File: config.mk
export PLATFORM = sky130hd
export DESIGN_NAME = operand_input
export DESIGN_NICKNAME = d
export VERILOG_FILES = /design/src/rtl/operand_input_pkg.sv /design/src/rtl/debounce_bit.sv /design/src/rtl/operand_input.sv
export SDC_FILE = /design/constraint.sdc
export NUM_CORES = 1
export LEC_CHECK = 0
export ABC_AREA = 1
export CAP_MARGIN = 10
export CORE_ASPECT_RATIO = 2
export CORE_MARGIN = 2
export CORE_UTILIZATION = 56
export CTS_BUF_LIST = sky130_fd_sc_hd__clkbuf_8 sky130_fd_sc_hd__clkbuf_16
export CTS_CLUSTER_DIAMETER = 50
export CTS_CLUSTER_SIZE = 8
export DETAILED_ROUTE_END_ITERATION = 16
export HOLD_SLACK_MARGIN = 0.08
export PLACE_DENSITY = 0.78
export RECOVER_POWER = 25
export SYNTH_ARGS = -nofsm -noshare
export SYNTH_HDL_FRONTEND = slang
export SYNTH_HIERARCHICAL = 1
export SYNTH_SLANG_ARGS = --single-unit
File: constraint.sdc
create_clock -name sys_clk -period 3.2 [get_ports sys_clk]
set_clock_uncertainty 0.2 [all_clocks]
set_input_delay 0.32 -clock sys_clk [delete_from_list [all_inputs] [get_ports sys_clk]]
set_output_delay 0.32 -clock sys_clk [all_outputs]
set_load 0.005 [all_outputs]
File: src/rtl/operand_input_pkg.sv
`default_nettype none
// ============================================================================
// Module   : operand_input_pkg
// Purpose  : Shared constants and types for the switch operand conditioner:
//            board-clock debounce default, synchroniser depth, handshake
//            state encoding and the raw switch "pressed" level.
// Revision : 1.0  initial release
// ============================================================================
package operand_input_pkg;

  // Board clock, and the debounce window derived from it (~10 ms).
  localparam int unsigned BOARD_CLK_HZ            = 27_000_000;
  localparam int unsigned DEBOUNCE_CYCLES_DEFAULT = BOARD_CLK_HZ / 100;

  // Flip-flop stages in each input synchroniser.
  localparam int unsigned SYNC_STAGES_DEFAULT = 2;

  // Switches pull the pin low when pressed.
  localparam logic SW_PRESSED = 1'b0;

  // Producer handshake states.
  typedef enum logic {
    IDLE = 1'b0,
    PEND = 1'b1
  } hs_state_t;

endpackage : operand_input_pkg
`default_nettype wire

File: src/rtl/debounce_bit.sv
`default_nettype none
// ============================================================================
// Module   : debounce_bit
// Purpose  : One switch input: multi-stage synchroniser, inversion to
//            active-high, integrating debounce counter and stable flop,
//            plus a one-cycle chg pulse in the cycle the stable level moves.
// Revision : 1.0  initial release
// ============================================================================
module debounce_bit
  import operand_input_pkg::*;
#(
  parameter int unsigned DEBOUNCE_CYCLES = DEBOUNCE_CYCLES_DEFAULT, // >= 2
  parameter int unsigned SYNC_STAGES     = SYNC_STAGES_DEFAULT      // >= 2
) (
  input  logic clk,
  input  logic rst_n,
  input  logic raw,
  output logic stable,
  output logic chg
);

  localparam int unsigned           CNT_W = $clog2(DEBOUNCE_CYCLES);
  localparam logic [CNT_W-1:0]      TERM  = CNT_W'(DEBOUNCE_CYCLES - 1);

  logic [SYNC_STAGES-1:0] sync_q;
  logic                   s;
  logic [CNT_W-1:0]       cnt;

  // Synchroniser chain; resets to the released (high) pin level.
  always_ff @(posedge clk) begin
    if (!rst_n) sync_q <= '1;
    else        sync_q <= {sync_q[SYNC_STAGES-2:0], raw};
  end

  // Active-high view of the synchronised pin.
  assign s = (sync_q[SYNC_STAGES-1] == SW_PRESSED);

  // Debounce: accept s only after it differs from stable for the full window.
  always_ff @(posedge clk) begin
    if (!rst_n) begin
      cnt    <= '0;
      stable <= 1'b0;
      chg    <= 1'b0;
    end else begin
      chg <= 1'b0;
      if (s == stable) begin
        cnt <= '0;
      end else if (cnt == TERM) begin
        stable <= s;
        cnt    <= '0;
        chg    <= 1'b1;
      end else begin
        cnt <= cnt + CNT_W'(1);
      end
    end
  end

endmodule : debounce_bit
`default_nettype wire

File: src/rtl/operand_input.sv
`default_nettype none
// ============================================================================
// Module   : operand_input
// Purpose  : Conditions two active-low switch operands (sync, debounce,
//            invert) and offers latest-value snapshots downstream over a
//            valid/ready handshake. Live debounced levels are also exposed.
// Revision : 1.0  initial release
// ============================================================================
module operand_input
  import operand_input_pkg::*;
#(
  parameter int unsigned WIDTH           = 2,
  parameter int unsigned DEBOUNCE_CYCLES = DEBOUNCE_CYCLES_DEFAULT, // >= 2
  parameter int unsigned SYNC_STAGES     = SYNC_STAGES_DEFAULT      // >= 2
) (
  input  logic             sys_clk,
  input  logic             sys_rst_n,
  input  logic [WIDTH-1:0] IN_A,
  input  logic [WIDTH-1:0] IN_B,
  output logic [WIDTH-1:0] op_a,
  output logic [WIDTH-1:0] op_b,
  output logic             op_valid,
  input  logic             op_ready,
  output logic [WIDTH-1:0] stable_a,
  output logic [WIDTH-1:0] stable_b
);

  localparam int unsigned NBITS = 2 * WIDTH;

  logic [NBITS-1:0] raw_all;
  logic [NBITS-1:0] stable_all;
  logic [NBITS-1:0] chg_all;
  logic             chg;

  hs_state_t        state, state_nx;
  logic [WIDTH-1:0] op_a_nx, op_b_nx;
  logic             dirty, dirty_nx;

  // Operand A occupies the low half, operand B the high half.
  assign raw_all  = {IN_B, IN_A};
  assign stable_a = stable_all[WIDTH-1:0];
  assign stable_b = stable_all[NBITS-1:WIDTH];
  assign chg      = |chg_all;

  for (genvar i = 0; i < NBITS; i++) begin : g_bit
    debounce_bit #(
      .DEBOUNCE_CYCLES (DEBOUNCE_CYCLES),
      .SYNC_STAGES     (SYNC_STAGES)
    ) u_debounce_bit (
      .clk    (sys_clk),
      .rst_n  (sys_rst_n),
      .raw    (raw_all[i]),
      .stable (stable_all[i]),
      .chg    (chg_all[i])
    );
  end

  // A snapshot is on offer exactly while the FSM is pending.
  assign op_valid = (state == PEND);

  // Handshake state, snapshot and dirty registers.
  always_ff @(posedge sys_clk) begin
    if (!sys_rst_n) begin
      state <= IDLE;
      op_a  <= '0;
      op_b  <= '0;
      dirty <= 1'b0;
    end else begin
      state <= state_nx;
      op_a  <= op_a_nx;
      op_b  <= op_b_nx;
      dirty <= dirty_nx;
    end
  end

  // Next-state: chg is registered, so stable already holds the new levels
  // in the chg cycle and a reload always captures post-update values.
  always_comb begin
    state_nx = state;
    op_a_nx  = op_a;
    op_b_nx  = op_b;
    dirty_nx = dirty;
    case (state)
      IDLE: begin
        if (chg) begin
          op_a_nx  = stable_a;
          op_b_nx  = stable_b;
          dirty_nx = 1'b0;
          state_nx = PEND;
        end
      end
      PEND: begin
        if (op_ready) begin
          if (dirty || chg) begin
            op_a_nx  = stable_a;
            op_b_nx  = stable_b;
            dirty_nx = 1'b0;
          end else begin
            state_nx = IDLE;
          end
        end else if (chg) begin
          dirty_nx = 1'b1;
        end
      end
      default: state_nx = IDLE;
    endcase
  end

endmodule : operand_input
`default_nettype wire

==> run_results.csv, run 1 <==
group,metric,value,unit
critical_path,worst_setup_path_end_kind,"flip-flop",
synthesis,yosys.area.top_type,"dfxtp_1",
route,ant_nets,0,
cts,numCtsBuffers,9,
cts,cts_tree,"yes",
timing,slew_viol_final,0,
power_and_ir_drop,power.leakage,0.00189,uW
placement,io_buffers,15,
critical_path,cp_data_required_time,3.27,ns
timing,finalSetupViolCount,0,
cts,cts_resized,0,
cts,cts.clk_slew.worst_paths,0.07,ns
route,drt_wl_total,9.42,mm
cells_and_area,syn2layout_area_growth,11.0,%
synthesis,synth_seq_cells,98,
floorplan,die_x,69.0,um
cts,clock_latency,0.35,ns
cts,cts_max_path_buffers,2,
synthesis,yosysSeqAreaShare,0.414,
cells_and_area,final_common_cell,"nand2_1",
global_routing,grt_pass1_vias,4018,
power_and_ir_drop,power.density,445,mW/mm2
timing,hold_viol,0,
cells_and_area,final_cell_mix,"185 x nand2_1, 124 x nor2_1, 98 x dfxtp_1",
floorplan,core,0.00823,mm2
cells_and_area,layout-drive-gt1-share,0.106,
placement,routabilityCongestion,0.875,
power_and_ir_drop,switching_share,0.204,
power_and_ir_drop,total_power,2340,uW
global_routing,grt_overflow,0,
synthesis,syn_area,0.00474,mm2
synthesis,synthCells,698,
cts,htree_levels,3,
route,drc,0,
synthesis,synth_area_leaders,"dfxtp_1 41%, nand2_1 15%, nor2_1 9.6%",
placement,dp_hpwl,7.01,mm
synthesis,synth_top_area_frac,0.414,
global_routing,grt_use_total,0.209,
critical_path,arrival,2.01,ns
critical_path,critPathLaunchType,"input port",
global_routing,antenna_found_initial,0,
status,outcome,"completed",
cells_and_area,antenna_cells,0,
global_routing,grt_max_degree,16,
synthesis,synth_nets,709,
floorplan,fp-row-count,47,
power_and_ir_drop,p_int,1860,uW
floorplan,die_area,0.00926,mm2
floorplan,ioPinCount,16,
route,routedWlPerCell,11.4,um
power_and_ir_drop,peakVddDrop,0.000408,V
synthesis,synth_cell_types,24,
timing,fmax,515,MHz
timing,rsz0062_at_grt,"false",
cells_and_area,nets,732,
cts,cts.sinks,98,
route,vias,4128,
timing,final.setup.tns,0,ns
timing,maxSlewHeadroom,0.636,
timing,worst_pin_slew,0.545,ns
power_and_ir_drop,p_clk_frac,0.460,
min_path,hp-class,"flip-flop to flip-flop",
floorplan,die_h,134,um
cts,hold_buffers,0,
route,first_pass_iters,4,
global_routing,grt_pass1_wl,16.1,mm
power_and_ir_drop,seqPwrFrac,0.525,
timing,period_share,0.607,
cts,cts-root-buf,"clkbuf_16",
power_and_ir_drop,combPwrFrac,0.015,
floorplan,start_util,0.575,
route,drt_iter0_markers,152,
job,max_cap_violations,0,
critical_path,crit_fanout,15,
cts,post-cts-setup-buffer-count,0,
timing,fin_crit,1.94,ns
critical_path,critPathKind,"input port to flip-flop",
timing,holdWs,0.203,ns
synthesis,post_synth.cell_area_avg,6.79,um2
route,viasPerCell,5.01,
power_and_ir_drop,p_sw,479,uW
synthesis,ys_warn_count,6,
## path summary, 6_finish.rpt
kind	startpoint	to	slack, ns	cells past startpoint
max	sys_rst_n	g_bit[2].u_debounce_bit/cnt[6]	1.26	5
min	g_bit[1].u_debounce_bit/sync_q[0]	g_bit[1].u_debounce_bit/sync_q[1]	0.20	2
max reg2reg	g_bit[0].u_debounce_bit/cnt[0]	g_bit[0].u_debounce_bit/cnt[14]	1.39	7
min reg2reg	g_bit[1].u_debounce_bit/sync_q[0]	g_bit[1].u_debounce_bit/sync_q[1]	0.20	2
## synthesized netlist by cell type (all sizes together)
cell type,count
nand2,190
nor2,147
inv,113
dfxtp,98
nand3,47
a21oi,24
o21ai,16
xor2,16
nor3,12
o21bai,8
xnor2,8
a21boi,5
buf,4
ha,4
nand4,4
clkinv,1
or2,1
## kinds of logic after synthesis
logic type	Yosys count	share of synthesized area
AND/OR/NAND/NOR	401	0.359
buffers and inverters	118	0.0998
flip-flops	98	0.414
adder cells (fa/ha/maj)	4	0.0106
XOR/XNOR	24	0.0444
AO/OA/AOI/OAI	53	0.0724
## critical path: stages
cell	delay [ns]
dlygate4sd3_1	0.88
a21boi_0	0.23
o21ai_1	0.14
o21bai_4	0.27
a21oi_1	0.17
## registers in the layout (all words and copies together) (netlist names)
signal	count
g_bit.u_debounce_bit/cnt	76
g_bit.u_debounce_bit/stable	4
dirty	1
op_valid	1
op_a	2
op_b	2
g_bit.u_debounce_bit/sync_q	8
g_bit.u_debounce_bit/chg	4
## metrics by stage
stage	setup WS, ns	utilization	instances	area (um2)
3_3_place_gp	1.07	0.604	808	4970
6_report	1.26	0.639	824	5260
3_5_place_dp	0.998	0.604	808	4970
5_1_grt	1.14	0.639	824	5260
2_1_floorplan	1.69	-	698	4740
4_1_cts	1.36	0.640	824	5270
## per-layer routing
metal	vias to the layer above	part of all wire	wire length, um	global-route usage
li1	2172	-	-	-
met4	0	0.029	274	0.110
met2	68	0.54	5130	0.403
met5	-	0	0	0
met3	23	0.024	227	0.0301
met1	1865	0.40	3790	0.211
## power by group through the flow
stage	clock [uW]	combinational [uW]	sequential, uW
after floorplan	0	22.6	1260
after global placement	0	35.7	1260
after detailed placement	0	36.7	1260
after CTS	1090	36.8	1230
after global routing	1130	40.2	1230
final	1080	35.3	1230
## layout make-up
| type | count | area, um2 |
|---|---|---|
| fill | 742 | 2980 |
| multi-input combinational | 482 | 2290 |
| sequential | 98 | 1960 |
| inverter | 114 | 428 |
| clock buffer | 10 | 239 |
| timing repair buffer | 16 | 154 |
| tap | 98 | 123 |
| clock inverter | 6 | 57.6 |
No activity file was read; power rests on OpenSTA's default activity.
==> run 2, diff against run 1 <==
==> constraint.sdc (replaced) <==
create_clock -name sys_clk -period 1.9 [get_ports sys_clk]
set_clock_uncertainty 0.2 [all_clocks]
set_input_delay 0.19 -clock sys_clk [delete_from_list [all_inputs] [get_ports sys_clk]]
set_output_delay 0.19 -clock sys_clk [all_outputs]
set_load 0.005 [all_outputs]
==> run 2 against run 1 <==
Final cell count down 0.12%. Die area did not move. Clock power is 82% higher. Worst setup slack worse by 1.1 ns. Largest cell class unchanged. Sequential cell count did not move. Sequential power up 68%. Non-clock buffer count is 1 higher. Sequential share of layout area is 0.33 points lower. Power rose by 76%. Combinational power rose by 86%. First-iteration DRC count rose by 18%. Critical path depth rose by 2.
==> run_results.csv, run 2 (same netlist as run 1, synthesis figures left out) <==
group,metric,value,unit
power_and_ir_drop,peakVddDrop,0.000575,V
cells_and_area,syn2layout_area_growth,12.0,%
route,ant_nets,0,
global_routing,grt_pass1_vias,4066,
route,viasPerCell,5.06,
cts,post-cts-setup-buffer-count,0,
critical_path,slowest_delay,0.36,ns
cells_and_area,final_common_cell,"nand2_1",
placement,routabilityCongestion,0.820,
cts,cts_tree,"yes",
critical_path,cp_data_required_time,1.91,ns
cts,htree_levels,3,
cts,clock_latency,0.34,ns
timing,slew_viol_final,0,
job,max_cap_violations,0,
power_and_ir_drop,power.leakage,0.00191,uW
floorplan,die_area,0.00926,mm2
cts,numCtsBuffers,9,
timing,worst_pin_slew,0.369,ns
placement,placed_cell_area,0.00499,mm2
route,first_pass_iters,4,
timing,finalSetupViolCount,0,
cts,cts-root-buf,"clkbuf_16",
power_and_ir_drop,power.density,775,mW/mm2
cells_and_area,design_area,0.00530,mm2
floorplan,die_x,69.0,um
cells_and_area,nets,733,
cts,cts.sinks,98,
timing,hold_viol,0,
floorplan,start_util,0.575,
critical_path,critPathLaunchType,"flip-flop",
cells_and_area,top_register,"g_bit.u_debounce_bit/cnt",
timing,maxSlewHeadroom,0.754,
critical_path,cp_slowest_cell,"dfxtp_1",
placement,dp_hpwl,7.04,mm
cells_and_area,final_cell_mix,"184 x nand2_1, 121 x nor2_1, 98 x dfxtp_1",
global_routing,grt_use_total,0.213,
min_path,hp-class,"input port to flip-flop",
global_routing,grt_pass1_wl,16.4,mm
cells_and_area,fillerInstances,745,
route,routedWlPerCell,11.3,um
route,vias,4161,
cells_and_area,antenna_cells,0,
status,outcome,"completed",
placement,io_buffers,15,
timing,fin_crit,1.76,ns
cells_and_area,top_regs,"g_bit.u_debounce_bit/cnt (76), g_bit.u_debounce_bit/sync_q (8)",
cts,cts.clk_slew.worst_paths,0.06,ns
timing,final.setup.tns,0,ns
timing,rsz0062_at_grt,"false",
cells_and_area,layout-drive-gt1-share,0.106,
cells_and_area,largest_register_ffs,76,
timing,fmax,570,MHz
critical_path,crit_chain,"ha_1 > nand2_1 > nor2_2 > nand2_1 > nor2_1 > xor2_1 > nor2_1",
global_routing,grt_max_degree,15,
critical_path,arrival,1.76,ns
cells_and_area,multi_input_area,0.00229,mm2
timing,period_share,0.924,
cells_and_area,ff_latch_area,0.00196,mm2
cts,cts_max_path_buffers,2,
floorplan,die_h,134,um
floorplan,ioPinCount,16,
critical_path,worst_setup_path_end_kind,"flip-flop",
floorplan,core,0.00823,mm2
global_routing,antenna_found_initial,0,
route,drt_wl_total,9.26,mm
critical_path,critPathKind,"flip-flop to flip-flop",
cells_and_area,fin_util,0.644,
route,drt_iter0_markers,180,
floorplan,fp-row-count,47,
global_routing,grt_overflow,0,
route,drc,0,
critical_path,crit_fanout,3,
cts,hold_buffers,0,
-- run 2: cell count changes in the layout (fill, tap and decap cells not counted), moves of 3 or more --
cell,delta
a21boi_1,+4
nor2_1,-3
dlygate4sd3_1,+3
nor2_2,+3
a21boi_0,-4
clkinv_2,-3
clkdlybuf4s50_1,-3
-- run 2: final timing paths --
kind | depth (start not counted) | slack (ns) | from | to
setup / recovery | 7 | 0.14 | g_bit[0].u_debounce_bit/cnt[0] | g_bit[0].u_debounce_bit/cnt[8]
setup reg to reg | 7 | 0.14 | g_bit[0].u_debounce_bit/cnt[0] | g_bit[0].u_debounce_bit/cnt[8]
hold reg to reg | 2 | 0.21 | g_bit[2].u_debounce_bit/sync_q[0] | g_bit[2].u_debounce_bit/sync_q[1]
hold / removal | 3 | 0.18 | IN_B[0] | g_bit[2].u_debounce_bit/sync_q[0]
-- run 2: critical path: cells and delay by family (launching register included) --
| family | cells | cell delay (ns) |
|---|---|---|
| flip-flops | 1 | 0.36 |
| AND/OR/NAND/NOR | 5 | 0.61 |
| adder cells (fa/ha/maj) | 1 | 0.23 |
| XOR/XNOR | 1 | 0.22 |
-- run 2: report_power, final --
| part | switching (uW) | internal (uW) |
|---|---|---|
| registers | 5.87 | 2060 |
| logic | 35.0 | 30.6 |
| clock network | 711 | 1260 |
-- run 2: stage by stage --
| step | worst slack, ns | hold slack [ns] | power, uW | std cells |
|---|---|---|---|---|
| after CTS | 0.135 | 0.167 | 4160 | 823 |
| after floorplan | 0.390 | 0.0587 | 2150 | 698 |
| after detailed placement | 0.0747 | 0.193 | 2180 | 809 |
| final | 0.144 | 0.177 | 4110 | 823 |
| after global routing | 0.00870 | 0.205 | 4230 | 823 |
| after global placement | 0.111 | 0.183 | 2180 | 809 |
-- run 2: cell type report --
type / count / area share
Clock buffer: 9 / 0.0425
Clock inverter: 5 / 0.0184
Inverter: 114 / 0.0807
Tap cell: 98 / 0.0231
Sequential cell: 98 / 0.370
Timing Repair Buffer: 17 / 0.0328
Multi-Input combinational cell: 482 / 0.433
-- run 2: layer usage --
metal	track usage	vias to the layer above	wire (um)
met3	0.0353	24	176
met5	0	-	0
met1	0.214	1904	3710
met2	0.408	50	5070
met4	0.111	0	297
li1	-	2183	-
-- run 2: timing repair --
item | 4_1_cts | 5_1_grt
gates resized for setup | 0 | 2
endpoints found under the setup margin | 0 | 5
endpoints found under the hold margin | 0 | 0
